### config.mk
export PLATFORM = sky130hd
export DESIGN_NAME = light_switch_ctrl
export DESIGN_NICKNAME = d
export VERILOG_FILES = /design/src/rtl/light_switch_ctrl.sv
export SDC_FILE = /design/constraint.sdc
export NUM_CORES = 1
export LEC_CHECK = 0
export CORE_MARGIN = 3
export CORE_UTILIZATION = 50
export CTS_CLUSTER_SIZE = 8
export DETAILED_ROUTE_END_ITERATION = 8
export PLACE_DENSITY = 0.79
export SETUP_SLACK_MARGIN = 0.5
export SLEW_MARGIN = 20
export SYNTH_ARGS = -nofsm -noshare
export SYNTH_HDL_FRONTEND = slang
export SYNTH_SLANG_ARGS = --single-unit
### constraint.sdc
create_clock -name clk -period 2.4 [get_ports clk]
set_clock_uncertainty 0.15 [all_clocks]
set_input_delay 0.6 -clock clk [delete_from_list [all_inputs] [get_ports clk]]
set_output_delay 0.6 -clock clk [all_outputs]
set_load 0.02 [all_outputs]
### src/rtl/light_switch_ctrl.sv
// Main lamp controller: debounces the push-button, lights the lamp on a press or on presence,
// and turns it off on a press or on the auto-shutdown pulse C, with a post-manual-off hold-off.
module light_switch_ctrl #(
   parameter int DEBOUNCE_T = 50,
   parameter int HOLDOFF_T  = 10000,
   parameter bit AUTO_ON    = 1'b1
) (
   input  logic clk,
   input  logic rst,
   input  logic btn,
   input  logic infravermelho,
   input  logic C,
   output logic lamp,
   output logic timer_enable,
   output logic manual_off
);

   localparam int DW = $clog2(DEBOUNCE_T + 1);
   localparam int HW = $clog2(HOLDOFF_T + 1);
   localparam logic [DW-1:0] DEB_ONE   = DW'(1);
   localparam logic [DW-1:0] DEB_LAST  = DW'(DEBOUNCE_T);
   localparam logic [HW-1:0] HOLD_ONE  = HW'(1);
   localparam logic [HW-1:0] HOLD_LAST = HW'(HOLDOFF_T - 1);

   typedef enum logic [1:0] {
      P_IDLE       = 2'd0,
      P_DEBOUNCING = 2'd1,
      P_HELD       = 2'd2
   } press_state_e;

   typedef enum logic [1:0] {
      S_OFF     = 2'd0,
      S_ON      = 2'd1,
      S_HOLDOFF = 2'd2
   } main_state_e;

   press_state_e    pst_q;
   logic [DW-1:0]   deb_cnt_q;
   logic            press_q;

   main_state_e     st_q, st_d;
   logic [HW-1:0]   hold_cnt_q, hold_cnt_d;
   logic            lamp_q;
   logic            manual_off_q;

   // Press qualifier: one press per debounced high run; press_q is a single-cycle strobe.
   always_ff @(posedge clk or posedge rst) begin
      if (rst) begin
         pst_q     <= P_IDLE;
         deb_cnt_q <= '0;
         press_q   <= 1'b0;
      end else begin
         // NOTE: non-blocking everywhere here; the later assignment in a branch overrides this default.
         press_q <= 1'b0;
         case (pst_q)
            P_IDLE: begin
               if (btn) begin
                  deb_cnt_q <= DEB_ONE;
                  if (DEB_ONE == DEB_LAST) begin
                     press_q <= 1'b1;
                     pst_q   <= P_HELD;
                  end else begin
                     pst_q   <= P_DEBOUNCING;
                  end
               end
            end
            P_DEBOUNCING: begin
               if (!btn) begin
                  pst_q     <= P_IDLE;
                  deb_cnt_q <= '0;
               end else begin
                  deb_cnt_q <= deb_cnt_q + DEB_ONE;
                  if (deb_cnt_q + DEB_ONE == DEB_LAST) begin
                     press_q <= 1'b1;
                     pst_q   <= P_HELD;
                  end
               end
            end
            P_HELD: begin
               if (!btn) begin
                  pst_q     <= P_IDLE;
                  deb_cnt_q <= '0;
               end
            end
            default: begin
               pst_q     <= P_IDLE;
               deb_cnt_q <= '0;
            end
         endcase
      end
   end

   always_comb begin
      // NOTE: every variable gets a default first so no path leaves it unassigned (no latch).
      st_d       = st_q;
      hold_cnt_d = hold_cnt_q;
      case (st_q)
         S_OFF: begin
            hold_cnt_d = '0;
            if (press_q || (AUTO_ON && infravermelho)) st_d = S_ON;
         end
         S_ON: begin
            if (press_q) begin
               st_d       = S_HOLDOFF;
               hold_cnt_d = '0;
            end else if (C) begin
               st_d       = S_OFF;
            end
         end
         S_HOLDOFF: begin
            if (press_q) begin
               st_d       = S_ON;
               hold_cnt_d = '0;
            end else if (hold_cnt_q == HOLD_LAST) begin
               st_d       = S_OFF;
               hold_cnt_d = '0;
            end else begin
               hold_cnt_d = hold_cnt_q + HOLD_ONE;
            end
         end
         default: begin
            st_d       = S_OFF;
            hold_cnt_d = '0;
         end
      endcase
   end

   // Outputs are registered from the next state so they track the state with no extra latency.
   always_ff @(posedge clk or posedge rst) begin
      if (rst) begin
         st_q         <= S_OFF;
         hold_cnt_q   <= '0;
         lamp_q       <= 1'b0;
         manual_off_q <= 1'b0;
      end else begin
         st_q         <= st_d;
         hold_cnt_q   <= hold_cnt_d;
         lamp_q       <= (st_d == S_ON);
         manual_off_q <= (st_d == S_HOLDOFF);
      end
   end

   assign lamp         = lamp_q;
   assign timer_enable = lamp_q;
   assign manual_off   = manual_off_q;

endmodule

Word level (Yosys, flattened, before mapping) --
Index checks and enable logic that the tools add are counted.
Storage, ports and cells: flip-flop bits (word level) 27, bits of input ports 5, logic and storage cells 48
Cells by class: equality and inequality tests 12, reduce and logical (&&, ||, !) cells 5, add/subtract/negate cells 2, muxes and demuxes 22
Operator list (count):
- 14-bit two-way mux | 3
- 14-bit one-hot mux with 2 select lines | 1
- 2-bit two-way mux | 9
- 6-bit two-way mux | 3
- 6-bit one-hot mux with 3 select lines | 1
- 14-bit by 1-bit adder with 14-bit output (second input constant) | 1
- 14-bit equality test (second input constant) | 1
- 2-bit one-hot mux with 3 select lines | 2
- 6-bit by 1-bit adder with 6-bit output (second input constant) | 1
- 2-bit by 1-bit equality test with 1-bit output (second input constant) | 3
- 2-bit equality test (second input constant) | 3
- 6-bit equality test (second input constant) | 1
- 2-bit inequality test (second input constant) | 3
- 2-bit zero test | 2
- 1-bit two-way mux | 3
- 3-bit inequality test (second input constant) | 1
- 3-bit AND reduction | 1
- 2-bit AND reduction | 1
- 1-bit logical OR | 1

Logic depth before layout (Yosys ltp) --
Gate-level depths: netlist of run 1.
word-level depth 5, gate-level depth with buffers 6, mapped depth without buffers 5

Worst setup path after synthesis of run 1 --
OpenSTA, ideal clock, no wires.
path type register to register, from reg hold_cnt_q[0], to reg hold_cnt_q[7], path buffers 1, setup slack 650 ps, arrival time 1535 ps, setup time 65 ps, required time 2185 ps, stages on the path, launching flop included 7, cell sequence dfrtp_1 -> ha_1 -> and3_1 -> a41o_1 -> buf_2 -> o311ai_1 -> o21a_1
Between the ends: cells in the longest elaborated chain, start to end 4
RTL lines:
- from (decl) | line 42 | logic [HW-1:0] hold_cnt_q, hold_cnt_d;
- from (signal assigned) | line 137 | hold_cnt_q <= hold_cnt_d;
- 14-bit by 1-bit adder with 14-bit output / 14-bit equality test (equally long branches) | line 118, 114
- 14-bit two-way mux * | line 114 | end else if (hold_cnt_q == HOLD_LAST) begin
- 14-bit two-way mux * | line 111 | if (press_q) begin
- 14-bit one-hot mux with 2 select lines * | line 97 | case (st_q)
Mark *: on every way between the ends. The rest lies on a longest branch, timed or not. A chain may end at the register's enable or synchronous reset.

Worst setup path in the final report of run 1 --
Same ends and word-level chain as after synthesis.

==> impl_metrics.json, run 1 <==
{
  "cts.clk_slew.worst_paths_ns": 0.14,
  "synth_area_per_cell_sq_um": 9.660,
  "utilization_pct": 58.61,
  "period_needed_ns": 1.855,
  "dieArea_sq_um": 3666,
  "p_leak_nw": 0.7125,
  "synth_top_area_cell": "dfrtp_1",
  "cts_tree": "done",
  "cpMaxStageDelayCell": "dfrtp_1",
  "holdBufCountCts": 0,
  "r2r_start": "hold_cnt_q[0]",
  "min_to": "deb_cnt_q[5]",
  "reg2reg_slack_ns": 0.54,
  "min_path_cells": 2,
  "min_from": "deb_cnt_q[5]",
  "setup_viol": 0,
  "nets": 172,
  "crit_buf_inv": 0,
  "gp_congestion": 0.8591,
  "reg2reg_depth": 5,
  "vias_per_cell": 6.211,
  "synth-seq-cells": 27,
  "cts_buffers": 3,
  "clockBufferDepth": 2,
  "core_area_sq_um": 2805,
  "synth_top_flop_cell": "dfrtp_1",
  "insertion_delay_ns": 0.33,
  "synth_cells": 154,
  "ys_seq_area_share_pct": 45.42,
  "drv_cap": 0,
  "crit_chain": "ha_1, and3_1, a41o_4, o311ai_1, o21a_1",
  "die_y_um": 60.55,
  "grt_pass1_vias": 1081,
  "yosysMostFrequentCell": "dfrtp_1",
  "power_density_nw_per_um2": 476.3,
  "cts.root.buffer_cell": "clkbuf_4",
  "via_count": 1205,
  "required_ns": 2.52,
  "power_mw": 0.7831,
  "async_flop_share_pct": 100.0,
  "antenna_found_initial": 0,
  "critical_path_class": "flop to flop",
  "num_antenna_cells": 0,
  "synth_edf_count": 0,
  "synth_common_cells": "27 x dfrtp_1, 15 x nor2_1, 10 x nand2_1, 7 x nand3_1, 7 x o21ai_0",
  "grt_max_degree": 28,
  "dpl.hpwl_um": 2072,
  "peakVddDrop_mv": 0.2825,
  "area_delta_synth_final_pct": 10.51,
  "status": "complete, no violations",
  "gr-total-overflow": 0,
  "finalCritPeriodShare_pct": 77.31,
  "wire_per_inst_um": 15.67,
  "maxSlewViolCount": 0,
  "htreeDepth": 1,
  "r2r_end": "hold_cnt_q[7]",
  "yosys_warnings": 0,
  "start_util_pct": 53.03,
  "dr.pass1.iters": 4,
  "syn_area_sq_um": 1488,
  "ant_nets": 0,
  "fin_setup_tns_ns": 0,
  "worst_pin_slew_ns": 0.4552,
  "crit_family": "compound AO/OA/AOI/OAI gates",
  "critPathMaxFanout": 9,
  "start_kind": "flop",
  "nFillCells": 248,
  "synth_cell_type_count": 44,
  "rsz0062_at_grt": "yes",
  "hp-class": "flop to flop",
  "slowest_delay_ns": 0.44,
  "fmaxAchievable_mhz": 539.0,
  "drtIter0Drc": 105,
  "worstPathArrival_ns": 1.98,
  "grt_pass1_wl_um": 4843,
  "finalHoldViolCount": 0,
  "ios": 8,
  "post-route-drc-count": 0,
  "wirelength_um": 3040,
  "clock-sinks": 27,
  "track_usage_pct": 17.57,
  "holdWs_ns": 0.4044,
  "io_buffers": 7,
  "syn-num-nets": 162,
  "synthTopCellsByArea": "dfrtp_1 45%, nor2_1 3.8%, xor2_1 3.5%, o31ai_1 3.0%, ha_1 2.5%",
  "crit_path_end_kind": "flop",
  "relSlewSlack_pct": 69.66,
  "fp.dieW_um": 60.55,
  "netlist.area_leader.share_pct": 45.42,
  "final_layout_size_suffix_gt1_share_pct": 12.27,
  "num_rows": 19
}
-- flip-flops by register name, indices dropped and copies added (netlist names) --
signal,flops
manual_off,1
deb_cnt_q,6
pst_q,2
lamp,1
st_q,2
hold_cnt_q,14
press_q,1
-- layout by cell type, fill, tap and decap left out, types with 2 or more instances in the layout --
cell type | netlist | final
a22o_1 | 3 | 3
o22ai_1 | 2 | 2
nor2_1 | 15 | 14
ha_1 | 3 | 3
nand2_1 | 10 | 10
nor3_1 | 4 | 4
inv_1 | 5 | 5
clkbuf_4 | 0 | 3
dfrtp_1 | 27 | 27
nand2b_1 | 4 | 4
xnor2_1 | 4 | 4
xor2_1 | 6 | 6
and2_1 | 2 | 2
and3_1 | 4 | 4
nand4_1 | 4 | 4
o21bai_1 | 2 | 2
clkdlybuf4s50_1 | 0 | 4
nand3_1 | 7 | 7
o31ai_1 | 6 | 5
buf_4 | 1 | 4
and4_2 | 2 | 2
a21oi_1 | 5 | 5
o21ai_0 | 7 | 7
dlygate4sd2_1 | 0 | 3
nor3b_1 | 5 | 4
and4_1 | 2 | 2
-- layout make-up --
type | count | area (sq um) | area share, %
sequential | 27 | 675.6 | 41.10
clock buffer | 4 | 26.28 | 1.598
multi-input combinational | 116 | 788.3 | 47.95
tap | 31 | 38.79 | 2.359
inverter | 5 | 18.77 | 1.142
timing repair buffer | 11 | 96.34 | 5.860
-- logic make-up after synthesis --
kind of cell	after synthesis	share of synthesized area, %
buffers and inverters	11	3.280
adder cells (fa/ha/maj)	3	2.523
multiplexers	1	0.6729
AO/OA/AOI/OAI	35	16.74
AND/OR/NAND/NOR	67	25.48
flip-flops	27	45.42
XOR/XNOR	10	5.887
-- worst max path at each step --
stage / from / to / slack, ns / cells after the start
floorplan: hold_cnt_q[0] / hold_cnt_q[7] / 0.65 / 6
global placement: btn / deb_cnt_q[4] / 0.41 / 5
detailed placement: btn / deb_cnt_q[2] / 0.23 / 5
CTS: hold_cnt_q[0] / hold_cnt_q[1] / 0.51 / 5
global route: press_q / hold_cnt_q[3] / 0.48 / 4
finish: hold_cnt_q[0] / hold_cnt_q[7] / 0.54 / 5
-- what timing repair did --
action                                 CTS  global route
setup buffers                            0             2
endpoints found under the hold margin    0             0
setup endpoints to repair                7            16
pin swaps                                0             0
resized for setup                        4             5
-- stage by stage --
step | setup slack (ns) | cell area [sq um] | std cells
floorplan | 0.6498 | 1488 | 154
detailed placement | 0.2323 | 1582 | 188
CTS | 0.5142 | 1605 | 192
finish | 0.5447 | 1644 | 194
global placement | 0.4060 | 1582 | 188
global route | 0.4764 | 1644 | 194
-- metal layers --
metal / routed length (um) / part of all wire [%] / GRT usage (%)
met5: 0 / 0 / 0
met4: 70 / 2.3 / 7.430
met3: 125 / 4.1 / 2.553
met2: 1432 / 47 / 27.47
met1: 1411 / 46 / 24.47
-- worst min-delay path: cells and delay by family (launching register included) --
family | cells | cell delay, ns
AND/OR/NAND/NOR | 1 | 0.06
flip-flops | 1 | 0.41
AO/OA/AOI/OAI | 1 | 0.06
-- power by group --
part / switching [mW] / total [mW] / leakage (nW) / internal (mW)
Combinational: 0.0550 / 0.0984 / 0.331 / 0.0433
Clock: 0.132 / 0.197 / 0.0150 / 0.0652
Sequential: 0.0193 / 0.488 / 0.367 / 0.468
Total: 0.206 / 0.783 / 0.712 / 0.577
Note: power is estimated with default switching activity, not from simulation.
==> run 2: changes to the inputs <==
==> constraint.sdc (replaced) <==
create_clock -name clk -period 1.9 [get_ports clk]
set_clock_uncertainty 0.15 [all_clocks]
set_input_delay 0.475 -clock clk [delete_from_list [all_inputs] [get_ports clk]]
set_output_delay 0.475 -clock clk [all_outputs]
set_load 0.02 [all_outputs]
==> impl_metrics.json, run 2 (synthesis gave the netlist of run 1 again) <==
{
  "worst_pin_slew_ns": 0.3578,
  "regArea_sq_um": 686.9,
  "worstPathArrival_ns": 1.81,
  "core_area_sq_um": 2805,
  "holdWs_ns": 0.3222,
  "layout_commonest_cell": "buf_4",
  "die_y_um": 60.55,
  "r2r_start": "hold_cnt_q[6]",
  "clkPwrFrac_pct": 25.3,
  "htreeDepth": 1,
  "wirelength_um": 3883,
  "required_ns": 1.97,
  "reg2reg_depth": 5,
  "sw_frac_of_total_pct": 28.50,
  "period_needed_ns": 1.734,
  "final_cells": 214,
  "clockBufferDepth": 2,
  "dieArea_sq_um": 3666,
  "comb_power_share_pct": 17.5,
  "grt_pass1_vias": 1338,
  "gr-total-overflow": 0,
  "layout_common_cells": "20 x buf_4, 18 x dfrtp_1, 10 x nor2_1, 9 x nand2_1, 9 x dfrtp_2",
  "intPower_mw": 0.7702,
  "critical_path_class": "flop to flop",
  "final_layout_size_suffix_gt1_share_pct": 43.72,
  "gp_congestion": 0.9246,
  "p_seq_share_pct": 57.2,
  "top_register": "hold_cnt_q",
  "critPathMaxFanout": 4,
  "finalCritPeriodShare_pct": 91.28,
  "track_usage_pct": 22.44,
  "antenna_found_initial": 0,
  "nets": 192,
  "clock-sinks": 27,
  "start_kind": "flop",
  "vias_per_cell": 6.210,
  "start_util_pct": 53.03,
  "dr.pass1.iters": 4,
  "drv_cap": 0,
  "power_density_nw_per_um2": 528.8,
  "reg2reg_slack_ns": 0.17,
  "insertion_delay_ns": 0.34,
  "grt_max_degree": 28,
  "via_count": 1329,
  "utilization_pct": 72.61,
  "nFillCells": 193,
  "fin_setup_tns_ns": 0,
  "status": "complete, no violations",
  "hp-class": "input pin to asynchronous set/reset pin",
  "p_leak_nw": 0.8353,
  "multi_input_area_sq_um": 1005,
  "ios": 8,
  "wire_per_inst_um": 18.14,
  "maxSlewViolCount": 0,
  "ant_nets": 0,
  "finalHoldViolCount": 0,
  "netSwitchingPower_mw": 0.3069,
  "fmaxAchievable_mhz": 576.6,
  "fin_ws_ns": 0.1656,
  "post-route-drc-count": 0,
  "area_delta_synth_final_pct": 36.92,
  "dp_slack_ns": 0.006311,
  "cts_tree": "done",
  "relSlewSlack_pct": 76.15,
  "setup_viol": 0,
  "peakVddDrop_mv": 0.2846,
  "fp.dieW_um": 60.55,
  "dpl.hpwl_um": 2171,
  "num_antenna_cells": 0,
  "power_mw": 1.077,
  "place_inst": 195,
  "largest_reg_flops": 14,
  "grt_pass1_wl_um": 6037,
  "crit_path_end_kind": "flop",
  "crit_start": "hold_cnt_q[6]",
  "cts.root.buffer_cell": "clkbuf_4",
  "placed_area_sq_um": 1659,
  "io_buffers": 7,
  "rsz0062_at_grt": "yes",
  "largestRegisters": "hold_cnt_q (14), deb_cnt_q (6)",
  "num_rows": 19,
  "final_cell_area_sq_um": 2037,
  "cts_buffers": 3,
  "drtIter0Drc": 125,
  "cts.clk_slew.worst_paths_ns": 0.17,
  "r2r_end": "hold_cnt_q[11]"
}
[run 2: cell types whose count changed in the layout (fill, tap and decap cells not counted), sizes merged]
cell	previous run	this run
buf	4	26
dlygate4sd2	3	1
a41o	1	2
clkbuf	4	3
clkdlybuf4s50	4	3
inv	5	6
[run 2: power by group through the flow]
stage	Sequential (mW)	Combinational (mW)	Clock [mW]
3_3_place_gp	0.625	0.126	0
2_1_floorplan	0.624	0.0828	0
5_1_grt	0.618	0.206	0.311
6_report	0.616	0.189	0.273
4_1_cts	0.615	0.171	0.279
3_5_place_dp	0.627	0.133	0
[run 2: repair_timing]
| item | 4_1_cts | 5_1_grt |
|---|---|---|
| gates cloned | 1 | 0 |
| pin swaps | 20 | 16 |
| buffers inserted | 11 | 3 |
| resized for setup | 50 | 25 |
| hold buffers | 0 | 0 |
| endpoints found under the setup margin | 27 | 27 |
[run 2: layer usage]
layer | share of wire (%) | vias up | global-route usage (%) | routed length [um]
li1 | - | 626 | - | -
met1 | 41 | 644 | 25.40 | 1599
met2 | 52 | 43 | 40.12 | 2007
met3 | 3.5 | 16 | 3.191 | 136
met4 | 3.6 | 0 | 13.00 | 140
met5 | 0 | - | 0 | 0
[run 2: cell type report]
class | count | share of cell area [%]
timing repair buffer | 30 | 12.59
tap | 31 | 1.904
sequential | 27 | 33.72
clock buffer | 3 | 1.106
multi-input combinational | 117 | 49.32
clock inverter | 1 | 0.4300
inverter | 5 | 0.9214
[run 2: worst max path at each step]
stage	slack [ns]	cells past startpoint	end
6_report	0.17	5	hold_cnt_q[11]
5_1_grt	0.12	5	hold_cnt_q[12]
4_1_cts	0.24	5	hold_cnt_q[11]
3_5_place_dp	0.006	5	deb_cnt_q[4]
3_3_place_gp	0.06	4	hold_cnt_q[8]
2_1_floorplan	0.27	6	hold_cnt_q[7]
[run 2: critical path, stage by stage (launching register included)]
cell      delay [ns]
dfrtp_1         0.42
buf_6           0.13
nor4bb_4        0.35
a41o_4          0.32
nor3_4          0.04
o22a_1          0.23
